--- src/rtl/ecc_chk_pipe.sv ---
// Two-stage Hamming SEC checker for the EEPROM read path: stage 1 computes the syndrome,
// stage 2 corrects single-bit errors, flags uncorrectable words and keeps error statistics.
module ecc_chk_pipe #(
  parameter int CNT_W  = 8,
  parameter int ADDR_W = 8
) (
  input  logic              clk,
  input  logic              rst,
  input  logic              ecc_enable,
  input  logic              in_valid,
  output logic              in_ready,
  input  logic [ADDR_W-1:0] in_addr,
  input  logic [31:0]       in_data,
  input  logic [5:0]        in_ecc,
  output logic              out_valid,
  input  logic              out_ready,
  output logic [ADDR_W-1:0] out_addr,
  output logic [31:0]       out_data,
  output logic [5:0]        out_ecc,
  output logic [5:0]        out_syn,
  output logic              out_sec,
  output logic              out_ued,
  input  logic              clr_cnt,
  output logic [CNT_W-1:0]  sec_cnt,
  output logic [CNT_W-1:0]  ued_cnt,
  output logic              fail_vld,
  output logic [ADDR_W-1:0] fail_addr
);

  // Data bit k sits at the k-th non-power-of-two codeword position (3, 5, 6, 7, 9, ... 38).
  function automatic logic [5:0] genChk(input logic [31:0] d);
    logic [5:0] g;
    logic [4:0] k;
    g = '0;
    k = '0;
    for (int p = 3; p <= 38; p++) begin
      if ((p & (p - 1)) != 0) begin
        g = g ^ (6'(p) & {6{d[k]}});
        k = k + 5'd1;
      end
    end
    return g;
  endfunction

  function automatic logic [31:0] flipData(input logic [31:0] d, input logic [5:0] s);
    logic [31:0] r;
    logic [4:0]  k;
    r = d;
    k = '0;
    for (int p = 3; p <= 38; p++) begin
      if ((p & (p - 1)) != 0) begin
        if (p == int'(s)) r = r ^ (32'd1 << k);
        k = k + 5'd1;
      end
    end
    return r;
  endfunction

  logic              s1Valid_q, s2Valid_q;
  logic              s1En_q;
  logic [ADDR_W-1:0] s1Addr_q, s2Addr_q;
  logic [31:0]       s1Data_q, s2Data_q, s2Data_d;
  logic [5:0]        s1Ecc_q, s2Ecc_q, s2Ecc_d;
  logic [5:0]        s1Syn_q, s1Syn_d, s2Syn_q;
  logic              s2Sec_q, s2Sec_d, s2Ued_q, s2Ued_d;
  logic [CNT_W-1:0]  secCnt_q, uedCnt_q;
  logic              failVld_q;
  logic [ADDR_W-1:0] failAddr_q;
  logic              advance, outAcc;

  assign advance  = !s2Valid_q || out_ready;
  assign in_ready = !s1Valid_q || advance;
  assign outAcc   = s2Valid_q && out_ready;

  // A zero syndrome in bypass lets stage 2 treat the word as clean with no extra gating.
  assign s1Syn_d = ecc_enable ? (in_ecc ^ genChk(in_data)) : 6'd0;

  always_comb begin
    s2Data_d = s1Data_q;
    s2Ecc_d  = s1Ecc_q;
    s2Sec_d  = 1'b0;
    s2Ued_d  = 1'b0;
    if (s1En_q && (s1Syn_q != 6'd0)) begin
      if ((s1Syn_q & (s1Syn_q - 6'd1)) == 6'd0) begin
        s2Ecc_d = s1Ecc_q ^ s1Syn_q;
        s2Sec_d = 1'b1;
      end else if (s1Syn_q <= 6'd38) begin
        s2Data_d = flipData(s1Data_q, s1Syn_q);
        s2Sec_d  = 1'b1;
      end else begin
        s2Ued_d = 1'b1;
      end
    end
  end

  always_ff @(posedge clk or posedge rst) begin
    if (rst) begin
      s1Valid_q <= 1'b0;
      s1En_q    <= 1'b0;
      s1Addr_q  <= '0;
      s1Data_q  <= '0;
      s1Ecc_q   <= '0;
      s1Syn_q   <= '0;
      s2Valid_q <= 1'b0;
      s2Addr_q  <= '0;
      s2Data_q  <= '0;
      s2Ecc_q   <= '0;
      s2Syn_q   <= '0;
      s2Sec_q   <= 1'b0;
      s2Ued_q   <= 1'b0;
    end else begin
      if (in_ready) begin
        s1Valid_q <= in_valid;
        if (in_valid) begin
          s1En_q   <= ecc_enable;
          s1Addr_q <= in_addr;
          s1Data_q <= in_data;
          s1Ecc_q  <= in_ecc;
          s1Syn_q  <= s1Syn_d;
        end
      end
      if (advance) begin
        s2Valid_q <= s1Valid_q;
        if (s1Valid_q) begin
          s2Addr_q <= s1Addr_q;
          s2Data_q <= s2Data_d;
          s2Ecc_q  <= s2Ecc_d;
          s2Syn_q  <= s1Syn_q;
          s2Sec_q  <= s2Sec_d;
          s2Ued_q  <= s2Ued_d;
        end
      end
    end
  end

  // Clear wins over the word accepted in the same cycle, so that word is never counted.
  always_ff @(posedge clk or posedge rst) begin
    if (rst) begin
      secCnt_q   <= '0;
      uedCnt_q   <= '0;
      failVld_q  <= 1'b0;
      failAddr_q <= '0;
    end else if (clr_cnt) begin
      secCnt_q   <= '0;
      uedCnt_q   <= '0;
      failVld_q  <= 1'b0;
      failAddr_q <= '0;
    end else if (outAcc) begin
      if (s2Sec_q && (secCnt_q != '1)) secCnt_q <= secCnt_q + {{(CNT_W-1){1'b0}}, 1'b1};
      if (s2Ued_q && (uedCnt_q != '1)) uedCnt_q <= uedCnt_q + {{(CNT_W-1){1'b0}}, 1'b1};
      if (s2Ued_q && !failVld_q) begin
        failVld_q  <= 1'b1;
        failAddr_q <= s2Addr_q;
      end
    end
  end

  assign out_valid = s2Valid_q;
  assign out_addr  = s2Addr_q;
  assign out_data  = s2Data_q;
  assign out_ecc   = s2Ecc_q;
  assign out_syn   = s2Syn_q;
  assign out_sec   = s2Sec_q;
  assign out_ued   = s2Ued_q;
  assign sec_cnt   = secCnt_q;
  assign ued_cnt   = uedCnt_q;
  assign fail_vld  = failVld_q;
  assign fail_addr = failAddr_q;

endmodule
--- config.mk ---
export PLATFORM = sky130hd
export DESIGN_NAME = ecc_chk_pipe
export DESIGN_NICKNAME = d
export VERILOG_FILES = /design/src/rtl/ecc_chk_pipe.sv
export SDC_FILE = /design/constraint.sdc
export NUM_CORES = 1
export LEC_CHECK = 0
export ABC_CLOCK_PERIOD_IN_PS = 10900
export CAP_MARGIN = 20
export CORE_ASPECT_RATIO = 0.8
export CORE_UTILIZATION = 56
export DETAILED_ROUTE_END_ITERATION = 8
export PLACE_DENSITY = 0.84
export SYNTH_ARGS = -nofsm -noshare
export SYNTH_HDL_FRONTEND = slang
export SYNTH_SLANG_ARGS = --single-unit
--- constraint.sdc ---
create_clock -name clk -period 10.9 [get_ports clk]
set_input_delay 2.18 -clock clk [delete_from_list [all_inputs] [get_ports clk]]
set_output_delay 2.18 -clock clk [all_outputs]
set_load 0.05 [all_outputs]
==> results of run 1 <==
[worst min-delay path: cells and delay by family, from the launching register on]
kind | cells | cell delay [ps]
and+or+nand+nor | 2 | 100
DFF | 1 | 350
[sequential cells by signal, summed over array words and instances (netlist names)]
| name | flops |
|---|---|
| out_ecc | 6 |
| ued_cnt | 8 |
| s1Valid_q | 1 |
| sec_cnt | 8 |
| s1Data_q | 32 |
| out_sec | 1 |
| s1Syn_q | 6 |
| out_valid | 1 |
| fail_addr | 8 |
| fail_vld | 1 |
| out_data | 32 |
| s1Addr_q | 8 |
| out_syn | 6 |
| out_addr | 8 |
| s1En_q | 1 |
| out_ued | 1 |
| s1Ecc_q | 6 |
[layout by cell type, fill, tap and decap left out, types with 3 or more instances in the layout]
master / count
a21oi_1: 4
a22o_1: 8
buf_4: 3
bufinv_16: 4
clkbuf_1: 3
clkbuf_16: 17
clkdlybuf4s50_1: 132
clkinvlp_4: 3
dfrtp_1: 134
inv_1: 4
mux2_2: 46
nand2_1: 113
nand2b_1: 5
nand3_1: 14
nand3b_1: 4
nand4_1: 6
nor2_1: 37
nor3_1: 14
o21ai_0: 27
o21ai_1: 20
o31ai_1: 3
or3_1: 4
xnor2_1: 71
xnor3_1: 6
xor2_1: 31
[routing by layer]
metal	GRT usage (%)	wire length [µm]
met1	40.6	7160
met2	43.0	7660
met3	7.13	1170
met4	9.76	344
met5	0	0
[cell type report]
class                           instances  share of cell area, %
Inverter                                5                  0.250
Clock inverter                         11                   2.04
Sequential cell                       134                   39.4
Tap cell                              144                   2.12
Clock buffer                           21                   5.30
Timing Repair Buffer                  136                   16.0
Multi-Input combinational cell        441                   34.8
[where the power goes]
group          switching (W)  leakage [nW]  internal [W]
clock network       0.000217         0.294      0.000390
logic               0.000377          1.57      0.000235
registers          0.0000941          1.67      0.000584
[per-stage QoR]
step | utilization [%] | setup slack (ps) | std cells
finish | 76.9 | 4950 | 892
global route | 76.9 | 4920 | 892
CTS | 76.7 | 4950 | 891
detailed placement | 71.1 | 4950 | 859
global placement | 71.1 | 5010 | 859
floorplan | - | 5140 | 611
[how the worst max path moves through the flow]
| stage | start | endpoint | slack [ps] | depth (start not counted) |
|---|---|---|---|---|
| after CTS | out_ready | in_ready | 4950 | 3 |
| after detailed placement | out_ready | in_ready | 4950 | 3 |
| after global placement | out_ready | in_ready | 5010 | 3 |
| after global routing | out_ready | in_ready | 4920 | 3 |
| final | out_ready | in_ready | 4950 | 3 |
| after floorplan | rst | fail_addr[0] | 5140 | 1 |
[logic make-up after synthesis]
family | synth area share, %
buffers and inverters | 2.27
multiplexers | 8.33
flip-flops | 51.9
XOR/XNOR | 15.9
AND/OR/NAND/NOR | 14.6
AO/OA/AOI/OAI | 6.22
adder cells (fa/ha/maj) | 0.717
==> qor.yml, run 1 <==
cells_and_area:
  drive_above_1_share_pct: 11.6
  syn2layout_area_growth_pct: 31.7
  nets: 789
  regArea_um2: 3350
  antenna_cells: 0
  final_area_um2: 8510
  multiInputGateArea_um2: 2960
  fillerInstances: 745
min_path:
  holdPathStages: 2
  min-delay-start: "s1Addr_q[2]"
  min_path_type: "flip-flop to flip-flop"
  min_to: "out_addr[2]"
worst_setup_path:
  cp_slowest_cell: "clkdlybuf4s50_1"
  critical_path_class: "input port to primary output"
  reg2reg_slack_ps: 8670
  end_kind: "primary output"
  crit_arrival_ps: 3770
  max_stage_delay_ps: 850
  cp.required_ps: 8720
  crit_chain: "clkdlybuf4s50_1 -> nand3b_1 -> clkdlybuf4s50_1"
  path_buf_inv: 2
  cpMostUsedCell: "clkdlybuf4s50_1"
  timing.rr.end: "out_data[5]"
  rr_worst_depth: 5
  r2r-start: "s1Syn_q[2]"
  path_delay_family: "buffers and inverters"
  crit_path_start_kind: "input port"
  critPathMaxFanout: 5
synth:
  syn_nets: 665
  synthArstFlopShare_pct: 100
  synth-warning-count: 0
  synth_top_area_share_pct: 51.9
  synth_flop_cell: "dfrtp_1"
  synth-seq-cells: 134
  synth_edf_count: 0
  ys_seq_area_share_pct: 51.9
  synth.most_common_cell: "dfrtp_1"
  synth.avg_cell_area_um2: 10.6
  syn_inst: 611
  ys_top_cells_by_count: "134 x dfrtp_1, 115 x nand2_1, 71 x xnor2_1"
  yosysTopAreaCell: "dfrtp_1"
  ys_types: 41
  ys_top_cells_by_area: "dfrtp_1 52%, xnor2_1 9.6%, mux2_2 8.0%, nand2_1 6.7%, xor2_1 4.2%"
  netlist_area_um2: 6460
cts:
  hold_buffers: 0
  ctsHtreeMaxLevel: 4
  cts_tree: "built"
  cts-root-buf: "clkbuf_16"
  cts_setup_buffers: 0
  cts_resized: 0
  clkLatencyLatePin_ps: 420
  cts.sinks: 134
  cts_inserted_buffers: 17
  path_clk_slew_ps: 60
  cts_buffer_depth: 2
sta:
  tns_ps: 0
  drv_slew: 0
  skew_ps: 10.6
  relSlewSlack_pct: 29.0
  hold_slack_ps: 474
  period_minus_slack_ps: 5950
  hold_viol_final: 0
  fmax_ghz: 0.168
  rsz0062_at_grt: "false"
  setup_viol: 0
  worstMarginPinSlew_ps: 1060
  post-route-period-util_pct: 54.6
grt:
  grt_pass1_wl_um: 25800
  grt_max_degree: 93
  grt_pass1_vias: 4943
  grt-ovfl-total: 0
  antenna_found_initial: 0
  grt_usage_pct: 28.6
routing:
  vias_per_cell: 5.66
  wl_per_cell_um: 18.3
  vias: 5050
  wl_um: 16300
  drtIter0Drc: 400
  ant_nets: 0
  drt_pre_antenna_iters: 5
  drcViolationCount: 0
outcome:
  status: "finished, final reports clean"
placed_design:
  place_area_um2: 7860
  routabilityCongestion: 0.892
  io_buffers: 132
  dpl.hpwl_um: 11200
pwr:
  total_power_w: 0.00190
  power_density_nw_per_um2: 223
  peakVddDrop_mv: 0.116
  p_leak_nw: 3.53
floorplan:
  initial_core_util_pct: 58.4
  fp-row-count: 34
  die_x_um: 122
  die_y_um: 98.0
  io_pins: 133
  dieArea_um2: 12000
  core_um2: 11100
job:
  maxCapViolations: 0
(Power assumes the default switching activity.)
==> inputs of run 2 (changes only) <==
==> config.mk (replaced) <==
export PLATFORM = sky130hd
export DESIGN_NAME = ecc_chk_pipe
export DESIGN_NICKNAME = d
export VERILOG_FILES = /design/src/rtl/ecc_chk_pipe.sv
export SDC_FILE = /design/constraint.sdc
export NUM_CORES = 1
export LEC_CHECK = 0
export ABC_CLOCK_PERIOD_IN_PS = 5800
export CAP_MARGIN = 20
export CORE_ASPECT_RATIO = 0.8
export CORE_UTILIZATION = 52
export DETAILED_ROUTE_END_ITERATION = 8
export PLACE_DENSITY = 0.79
export SYNTH_ARGS = -nofsm -noshare
export SYNTH_HDL_FRONTEND = slang
export SYNTH_SLANG_ARGS = --single-unit
==> constraint.sdc (replaced) <==
create_clock -name clk -period 5.8 [get_ports clk]
set_input_delay 1.16 -clock clk [delete_from_list [all_inputs] [get_ports clk]]
set_output_delay 1.16 -clock clk [all_outputs]
set_load 0.05 [all_outputs]
==> run 2 against run 1 <==
  * Via count down 1.4%
  * Sequential power increased by 87%
  * Flip-flop and latch count is the same
  * Highest routed layer unchanged
  * Cell count grew 0.78%
  * First-iteration DRC count is 16% lower
  * Critical endpoint unchanged
  * Global-route usage decreased by 2.0 points
  * Clock skew down 3.7 ps
  * Die area grew 7.5%
==> qor.yml, run 2 (synthesized netlist as in run 1, its figures left out) <==
routing:
  vias: 4980  # -1.4%
  wl_per_cell_um: 17.7  # -3.2%
  wl_um: 15900  # -2.4%
  drtIter0Drc: 335  # -16%
  drt_pre_antenna_iters: 5  # unchanged
  ant_nets: 0  # unchanged
  vias_per_cell: 5.54  # -2.2%
  drcViolationCount: 0  # unchanged
sta:
  fmax_ghz: 0.256
  post-route-period-util_pct: 67.4
  tns_ps: 0  # unchanged
  period_minus_slack_ps: 3910
  drv_slew: 0  # unchanged
  hold_viol_final: 0  # unchanged
  worstMarginPinSlew_ps: 834  # -222 ps
  relSlewSlack_pct: 43.9  # +15 points
  hold_slack_ps: 458  # -15.9 ps
  rsz0062_at_grt: "false"
  skew_ps: 6.93  # -3.70 ps
  setup_viol: 0  # unchanged
min_path:
  holdPathStages: 2  # unchanged
  min_path_type: "flip-flop to flip-flop"
grt:
  grt_max_degree: 68  # -27%
  grt.met2_usage_pct: 42.8  # -0.23 points
  grt_util_met1_pct: 36.4  # -4.1 points
  antenna_found_initial: 0  # unchanged
  grt_pass1_vias: 4943  # unchanged
  grt-ovfl-total: 0  # unchanged
  grt_pass1_wl_um: 25800  # -0.16%
  grtUsageMet3_pct: 6.71  # -0.42 points
  gr-max-usage-layer: "met2"
  grt_usage_pct: 26.6  # -2.0 points
worst_setup_path:
  critical_path_class: "input port to primary output"
  cp.required_ps: 4640  # -4080 ps
  rr_worst_depth: 5  # unchanged
  crit_arrival_ps: 2750  # -1020 ps
  end_kind: "primary output"
  crit_path_start_kind: "input port"
  critPathMaxFanout: 5  # unchanged
floorplan:
  core_um2: 12200  # +10%
  die_x_um: 127  # +3.7%
  die_y_um: 102  # +3.7%
  fp-row-count: 36  # +5.9%
  dieArea_um2: 12900  # +7.5%
  io_pins: 133  # unchanged
  initial_core_util_pct: 53.1  # -5.3 points
cts:
  cts_tree: "built"
  cts.sinks: 134  # unchanged
  path_clk_slew_ps: 50  # about the same
  cts_setup_buffers: 0  # unchanged
  cts-root-buf: "clkbuf_16"
  hold_buffers: 0  # unchanged
  ctsHtreeMaxLevel: 4  # unchanged
  cts_inserted_buffers: 17  # unchanged
  clkLatencyLatePin_ps: 410  # about the same
  cts_resized: 0  # unchanged
  cts_buffer_depth: 2  # unchanged
outcome:
  status: "finished, final reports clean"
pwr:
  power_density_nw_per_um2: 414  # +86%
  p_leak_nw: 3.51  # -0.46%
  peakVddDrop_mv: 0.286  # +150%
  total_power_w: 0.00351  # +85%
cells_and_area:
  final_util_pct: 69.7  # -7.2 points
  final_common_cell: "dfrtp_1"
  nets: 789  # unchanged
  syn2layout_area_growth_pct: 31.3
  drive_above_1_share_pct: 11.6  # +0.016 points
  antenna_cells: 0  # unchanged
  final_cell_mix: "134 x dfrtp_1, 132 x clkdlybuf4s50_1, 113 x nand2_1"
placed_design:
  io_buffers: 132  # unchanged
  dpl.hpwl_um: 11500  # +3.1%
  routabilityCongestion: 0.871  # -2.3%
job:
  maxCapViolations: 0  # unchanged
run 2: cell count changes in the layout (fill, tap and decap cells not counted), sizes merged:
cell	before	now
bufinv	4	3
clkbuf	21	20
inv	6	5
clkinv	3	5
run 2: path summary, 6_finish.rpt:
check	startpoint	end	slack (ps)
min in group asynchronous	rst	fail_addr[3]	1250
max	out_ready	in_ready	1890
min	s1Addr_q[7]	out_addr[7]	460
max in group asynchronous	rst	s1Addr_q[0]	3550
max reg2reg	s1Syn_q[2]	out_ecc[1]	3650
min reg2reg	s1Addr_q[7]	out_addr[7]	460
run 2: power by group:
| part | internal, W | switching, W |
|---|---|---|
| clock network | 0.000686 | 0.000405 |
| registers | 0.00110 | 0.000168 |
| logic | 0.000440 | 0.000712 |
run 2: final cells by class:
type | count | area [µm²]
multi-input combinational | 441 | 2960
fill | 882 | 3680
tap | 152 | 190
clock inverter | 11 | 153
inverter | 5 | 21.3
clock buffer | 20 | 447
timing repair buffer | 136 | 1350
sequential | 134 | 3350
run 2: through the flow:
stage	std cells	worst slack [ps]	cell area [µm²]
floorplan	611	1060	6460
global placement	868	1920	7880
detailed placement	868	1910	7880
CTS	899	1900	8480
global route	899	1860	8480
finish	899	1890	8480
run 2: critical path, stage by stage:
cell,delay (ps)
clkdlybuf4s50_1,530
nand3b_1,210
clkdlybuf4s50_1,840
run 2: layer usage:
metal  share of wire (%)  wire [µm]  vias up
met5                   0          0        -
met4                 1.6        258        0
met3                 5.9        940       29
met2                  46       7370      212
met1                  46       7380     2448
li1                    -          -     2291
